$ cat src/rtl/cache_set_lru_ctrl.sv
// cache_set_lru_ctrl
// Tag-side controller for an 8-way set-associative cache with true-LRU
// replacement. It takes one lookup at a time and compares the tag against all
// eight ways of the addressed set. A hit refreshes that set's 8x8 LRU matrix.
// A miss picks a victim (first invalid way, else the LRU way), runs a refill
// handshake with the line-fill engine, and then installs the tag. The data
// array is indexed externally using resp_way.
//
// Ports:
//   clk, reset         rising-edge clock; synchronous active-high reset
//   flush              invalidates every way and clears all LRU state (IDLE only)
//   req_valid/ready    lookup handshake; req_set/req_tag are the lookup address
//   resp_valid         one-cycle response strobe; resp_hit/resp_way hold until
//                      the next response
//   mem_req/set/tag    refill request, held stable until mem_ack
//   mem_ack            refill complete
//
// Optional build macro CACHE_STATS_EN adds saturating hit_count/miss_count
// outputs. Reset and flush clear both counters.
module cache_set_lru_ctrl #(
  parameter int SETS  = 4,
  parameter int SET_W = 2,
  parameter int TAG_W = 8
) (
  input  logic             clk,
  input  logic             reset,
  input  logic             flush,
  input  logic             req_valid,
  output logic             req_ready,
  input  logic [SET_W-1:0] req_set,
  input  logic [TAG_W-1:0] req_tag,
  output logic             resp_valid,
  output logic             resp_hit,
  output logic [2:0]       resp_way,
  output logic             mem_req,
  output logic [SET_W-1:0] mem_set,
  output logic [TAG_W-1:0] mem_tag,
  input  logic             mem_ack
`ifdef CACHE_STATS_EN
  ,
  output logic [15:0]      hit_count,
  output logic [15:0]      miss_count
`endif
);

  typedef enum logic [1:0] {IDLE, LOOKUP, REFILL, RESP} state_t;

  state_t           state_q;
  logic [SET_W-1:0] reqSet_q;
  logic [TAG_W-1:0] reqTag_q;
  logic [2:0]       victim_q;
  logic             respValid_q;
  logic             respHit_q;
  logic [2:0]       respWay_q;
  logic             memReq_q;
  logic [SET_W-1:0] memSet_q;
  logic [TAG_W-1:0] memTag_q;

  logic [7:0]       valid_q [SETS];
  logic [63:0]      lru_q   [SETS];
  logic [TAG_W-1:0] tags_q  [SETS][8];

  logic             hitFound;
  logic [2:0]       hitWay;
  logic [2:0]       victim_d;

`ifdef CACHE_STATS_EN
  logic [15:0]      hitCount_q;
  logic [15:0]      missCount_q;
`endif

  // Touch way w in one LRU matrix (row i lives in bits [8*i +: 8]): set row w
  // to all ones, then clear column w. Row w therefore ends as all ones except
  // its own diagonal bit, which marks w as the most recently used way.
  function automatic logic [63:0] lruTouch(input logic [63:0] m, input logic [2:0] w);
    logic [63:0] r;
    r = m;
    r[8*w +: 8] = 8'hFF;
    for (int i = 0; i < 8; i++) begin
      r[8*i + int'(w)] = 1'b0;
    end
    return r;
  endfunction

  // Tag compare and victim choice for the latched request. The loops scan
  // downward, so the lowest-index way wins any tie. An all-zero LRU row marks
  // the least recently used way.
  always_comb begin
    hitFound = 1'b0;
    hitWay   = 3'd0;
    for (int w = 7; w >= 0; w--) begin
      if (valid_q[reqSet_q][w] && (tags_q[reqSet_q][w] == reqTag_q)) begin
        hitFound = 1'b1;
        hitWay   = 3'(w);
      end
    end
    victim_d = 3'd0;
    if (&valid_q[reqSet_q]) begin
      for (int i = 7; i >= 0; i--) begin
        if (lru_q[reqSet_q][8*i +: 8] == 8'h00) begin
          victim_d = 3'(i);
        end
      end
    end else begin
      for (int w = 7; w >= 0; w--) begin
        if (!valid_q[reqSet_q][w]) begin
          victim_d = 3'(w);
        end
      end
    end
  end

  assign req_ready  = (state_q == IDLE) && !flush;
  assign resp_valid = respValid_q;
  assign resp_hit   = respHit_q;
  assign resp_way   = respWay_q;
  assign mem_req    = memReq_q;
  assign mem_set    = memSet_q;
  assign mem_tag    = memTag_q;
`ifdef CACHE_STATS_EN
  assign hit_count  = hitCount_q;
  assign miss_count = missCount_q;
`endif

  // Main controller: the state machine plus its registered outputs, the valid
  // bits, and the LRU matrices. Reset drops any operation in flight and sends
  // no response.
  always_ff @(posedge clk) begin
    if (reset) begin
      state_q     <= IDLE;
      reqSet_q    <= '0;
      reqTag_q    <= '0;
      victim_q    <= 3'd0;
      respValid_q <= 1'b0;
      respHit_q   <= 1'b0;
      respWay_q   <= 3'd0;
      memReq_q    <= 1'b0;
      memSet_q    <= '0;
      memTag_q    <= '0;
      for (int s = 0; s < SETS; s++) begin
        valid_q[s] <= 8'h00;
        lru_q[s]   <= 64'h0;
      end
`ifdef CACHE_STATS_EN
      hitCount_q  <= 16'h0;
      missCount_q <= 16'h0;
`endif
    end else begin
      case (state_q)
        IDLE: begin
          if (flush) begin
            for (int s = 0; s < SETS; s++) begin
              valid_q[s] <= 8'h00;
              lru_q[s]   <= 64'h0;
            end
`ifdef CACHE_STATS_EN
            hitCount_q  <= 16'h0;
            missCount_q <= 16'h0;
`endif
          end else if (req_valid) begin
            reqSet_q <= req_set;
            reqTag_q <= req_tag;
            state_q  <= LOOKUP;
          end
        end
        LOOKUP: begin
          if (hitFound) begin
            lru_q[reqSet_q] <= lruTouch(lru_q[reqSet_q], hitWay);
            respHit_q       <= 1'b1;
            respWay_q       <= hitWay;
            respValid_q     <= 1'b1;
`ifdef CACHE_STATS_EN
            if (hitCount_q != 16'hFFFF) begin
              hitCount_q <= hitCount_q + 16'd1;
            end
`endif
            state_q         <= RESP;
          end else begin
            victim_q <= victim_d;
            memReq_q <= 1'b1;
            memSet_q <= reqSet_q;
            memTag_q <= reqTag_q;
            state_q  <= REFILL;
          end
        end
        REFILL: begin
          if (mem_ack) begin
            valid_q[reqSet_q][victim_q] <= 1'b1;
            lru_q[reqSet_q]             <= lruTouch(lru_q[reqSet_q], victim_q);
            memReq_q                    <= 1'b0;
            respHit_q                   <= 1'b0;
            respWay_q                   <= victim_q;
            respValid_q                 <= 1'b1;
`ifdef CACHE_STATS_EN
            if (missCount_q != 16'hFFFF) begin
              missCount_q <= missCount_q + 16'd1;
            end
`endif
            state_q                     <= RESP;
          end
        end
        RESP: begin
          respValid_q <= 1'b0;
          state_q     <= IDLE;
        end
        default: state_q <= IDLE;
      endcase
    end
  end

  // Tag storage is kept out of reset because the valid bits qualify it. The
  // tag is written on the same edge that the refill completes.
  always_ff @(posedge clk) begin
    if (!reset && (state_q == REFILL) && mem_ack) begin
      tags_q[reqSet_q][victim_q] <= reqTag_q;
    end
  end

endmodule

$ cat config.mk
export PLATFORM = sky130hd
export DESIGN_NAME = cache_set_lru_ctrl
export DESIGN_NICKNAME = d
export VERILOG_FILES = /design/src/rtl/cache_set_lru_ctrl.sv
export SDC_FILE = /design/constraint.sdc
export NUM_CORES = 1
export LEC_CHECK = 0
export CORE_MARGIN = 10
export CORE_UTILIZATION = 45
export CTS_CLUSTER_SIZE = 24
export DETAILED_ROUTE_END_ITERATION = 10
export SLEW_MARGIN = 20
export SYNTH_ARGS = -nofsm -noshare
export SYNTH_HDL_FRONTEND = slang
export SYNTH_SLANG_ARGS = --single-unit
$ cat constraint.sdc
create_clock -name clk -period 5.1 [get_ports clk]
set_input_delay 0.765 -clock clk [delete_from_list [all_inputs] [get_ports clk]]
set_output_delay 0.765 -clock clk [all_outputs]
set_load 0.02 [all_outputs]
==> flow_metrics.env <==
export IMPL_status="finished, final reports clean"
export IMPL_path_max_fanout=13
export IMPL_final_area_sq_um=29400
export IMPL_clock_sinks=577
export IMPL_slew_viol_final=0
export IMPL_ir_drop_v=0.000324
export IMPL_first_iter_violations=1628
export IMPL_hold_violations=0
export IMPL_period_needed_ns=4.75
export IMPL_r2r_cells=16
export IMPL_tritoncts="built"
export IMPL_worst_skew_pair_late_latency_ns=0.63
export IMPL_antenna_cells=0
export IMPL_ys_types=74
export IMPL_whs_ns=0.446
export IMPL_r2r_slack_ns=0.35
export IMPL_crit_type="register to register"
export IMPL_crit_end="lru_q[0][21]"
export IMPL_drc_errors=0
export IMPL_worst_pin_slew_ns=0.999
export IMPL_core_area_sq_um=56600
export IMPL_ys_async_sr_fraction_pct=0
export IMPL_routedWlPerCell_um=24.7
export IMPL_fmax_mhz=210
export IMPL_leakage_nw=9.96
export IMPL_drv_cap=0
export IMPL_grt_pass1_vias=16009
export IMPL_relSlewSlack_pct=33.2
export IMPL_first_pass_iters=8
export IMPL_cp_required_ns=5.56
export IMPL_synthCells=1799
export IMPL_clkSlewWorstSetupHoldPaths_ns=0.06
export IMPL_syn_area_per_cell_sq_um=14.4
export IMPL_powerDensity_nw_per_um2=418
export IMPL_grt_max_degree=65
export IMPL_fp_dieW_um=260
export IMPL_crit_arrival_ns=5.21
export IMPL_pin_count=32
export IMPL_initial_core_util_pct=45.7
export IMPL_ant_nets=0
export IMPL_die_h_um=260
export IMPL_ys_warn_count=0
export IMPL_io_buffers=31
export IMPL_setup_violations_final=0
export IMPL_n_fill_cell=4749
export IMPL_die_area_sq_um=67500
export IMPL_critPathLaunchType="register"
export IMPL_final_util_pct=52.0
export IMPL_vias=15850
export IMPL_root_buffer="clkbuf_16"
export IMPL_rows=87
export IMPL_nets=1904
export IMPL_avgViaCountPerCell=5.92
export IMPL_clock_skew_ns=0.0207
export IMPL_cts_hold_buf=0
export IMPL_place_congestion=0.854
export IMPL_synth_net_count=1829
export IMPL_regArea_sq_um=16700
export IMPL_h_tree_depth=2
export IMPL_reg2reg_to="lru_q[0][21]"
export IMPL_post_route_period_util_pct=93.2
export IMPL_hold_class="register to register"
export IMPL_antenna_found_initial=0
export IMPL_yosysSeqAreaShare_pct=64.5
export IMPL_endpoint_kind="register"
export IMPL_netlist_area_sq_um=25900
export IMPL_grt_pass1_wl_mm=99.9
export IMPL_grt_usage_pct=19.4
export IMPL_multi_input_area_sq_um=8670
export IMPL_worstHoldStart="valid_q[3][4]"
export IMPL_ys_ff_latch=577
export IMPL_drt_wl_total_mm=66.1
export IMPL_area_growth_pct=13.8
export IMPL_synth_main_ff_cell="edfxtp_1"
export IMPL_drive_above_1_share_pct=18.2
export IMPL_postPlaceCellArea_sq_um=27600
export IMPL_clk_path_buf_depth=3
export IMPL_cts_inserted_buffers=58
export IMPL_overflow=0
export IMPL_place_hpwl_mm=40.8
export IMPL_synth_edff_count=512
==> layout make-up <==
class,instances,share of cell area [%]
flip-flops and latches,577,56.7
multi-input cells,1090,29.4
clock buffers,87,5.72
repair buffers,128,4.23
well taps,756,3.21
clock inverters,20,0.467
inverters,19,0.242
==> flip-flops by register name (all words and copies together), names as in the netlist, named ones only <==
| signal | cells |
|---|---|
| lru_q | 256 |
| tags_q | 256 |
| valid_q | 32 |
| mem_tag | 8 |
| reqTag_q | 8 |
| resp_way | 3 |
| victim_q | 3 |
| mem_set | 2 |
| reqSet_q | 2 |
| state_q | 2 |
| mem_req | 1 |
| resp_hit | 1 |
| resp_valid | 1 |
==> power breakdown <==
| part | switching [W] | internal [W] |
|---|---|---|
| registers | 0.000211 | 0.00570 |
| clock network | 0.00178 | 0.00233 |
| logic | 0.00141 | 0.000874 |
| total | 0.00340 | 0.00890 |
==> synth_stat cells (7+ instances only) <==
library cell  number  area share (%)
o22ai_1           11            0.27
a211oi_1          26            0.75
or4_1              8            0.23
buf_1              9            0.13
or2_2             12            0.29
a31oi_1           10            0.24
nor2b_1            7            0.17
inv_1             19            0.28
nor4_1            13            0.31
clkbuf_1          40            0.58
nand2_1           72             1.0
buf_4             23            0.67
o21a_1            16            0.46
o21bai_1          10            0.29
mux4_2           111             9.7
dfxtp_1           65             5.0
a21oi_1          115             2.2
and3_1             9            0.22
mux2i_1           64             2.5
nand2b_1          26            0.63
a221oi_1           9            0.30
xnor2_1           52             1.8
nand3_1           25            0.48
o21ai_0           47            0.91
buf_2             37            0.72
edfxtp_1         512              59
ha_1              15            0.73
xor2_1            12            0.41
o21ai_1           14            0.27
nor2_1           249             3.6
nand4_1            7            0.17
nor3_1            20            0.39
a21o_1            40             1.2
or3_1              8            0.19
==> worst min path at each step <==
stage | to | slack (ns) | depth (start not counted)
2_1_floorplan | valid_q[2][0] | 0.42 | 1
3_3_place_gp | valid_q[1][5] | 0.43 | 1
3_5_place_dp | valid_q[3][4] | 0.44 | 1
4_1_cts | valid_q[3][4] | 0.45 | 1
5_1_grt | valid_q[3][4] | 0.46 | 1
6_report | valid_q[3][4] | 0.45 | 1
==> per-stage QoR <==
stage          total power [W]  setup TNS [ns]  setup slack, ns  cells
5_1_grt                 0.0128        -0.00417         -0.00194   2677
6_report                0.0123               0            0.347   2677
4_1_cts                 0.0124               0           0.0786   2676
2_1_floorplan          0.00744               0           0.0411   1799
3_5_place_dp           0.00828               0            0.127   2569
3_3_place_gp           0.00823               0            0.214   2569
==> kinds of logic (layout without fill, tap and decap cells) <==
kind of cell,count (synthesis),in the layout,share of synthesized area (%)
muxes,181,181,12.4
AOI/OAI and AO/OA,350,350,9.08
xor gates and xnor gates,64,64,2.17
and+or+nand+nor,480,480,8.61
DFF,577,577,64.5
buffers and inverters,132,254,2.54
adders and majority gates,15,15,0.726
==> metal layers <==
layer | up-vias | global-route usage (%) | share of wire (%)
met5 | - | 0 | 0
met3 | 134 | 3.11 | 6.6
met1 | 8055 | 24.9 | 40
li1 | 7084 | - | -
met4 | 0 | 6.56 | 3.1
met2 | 577 | 32.9 | 50
==> critical path: stages (launching register included) <==
cell and delay (ns):
dfxtp_4 0.55, buf_4 0.33, mux2i_1 0.25, xor2_1 0.22
and3_1 0.18, a211oi_1 0.05, nor3_1 0.44, buf_4 0.22
o21ai_0 0.12, a21oi_1 0.29, inv_1 0.11, ha_1 0.21
ha_1 0.31, inv_1 0.16, a2111oi_4 0.66, o21bai_1 0.25
a21oi_1 0.21
==> placed cells by master (no fill, tap or decap), drive strengths merged, types with 28 or more instances in the layout <==
cell type / synthesis / routed
a211oi: 28 / 28
clkdlybuf4s50: 0 / 31
mux2i: 64 / 64
a21o: 40 / 40
nand2: 72 / 72
o21ai: 61 / 61
dfxtp: 65 / 65
clkbuf: 40 / 87
a21oi: 115 / 115
nor2: 250 / 250
edfxtp: 512 / 512
xnor2: 52 / 52
buf: 73 / 97
mux4: 111 / 111
==> timing repair <==
item,in CTS,in global routing
setup endpoints to repair,0,212
resized for setup,0,3
buffers inserted,0,1
No activity file was read; power rests on OpenSTA's default activity.
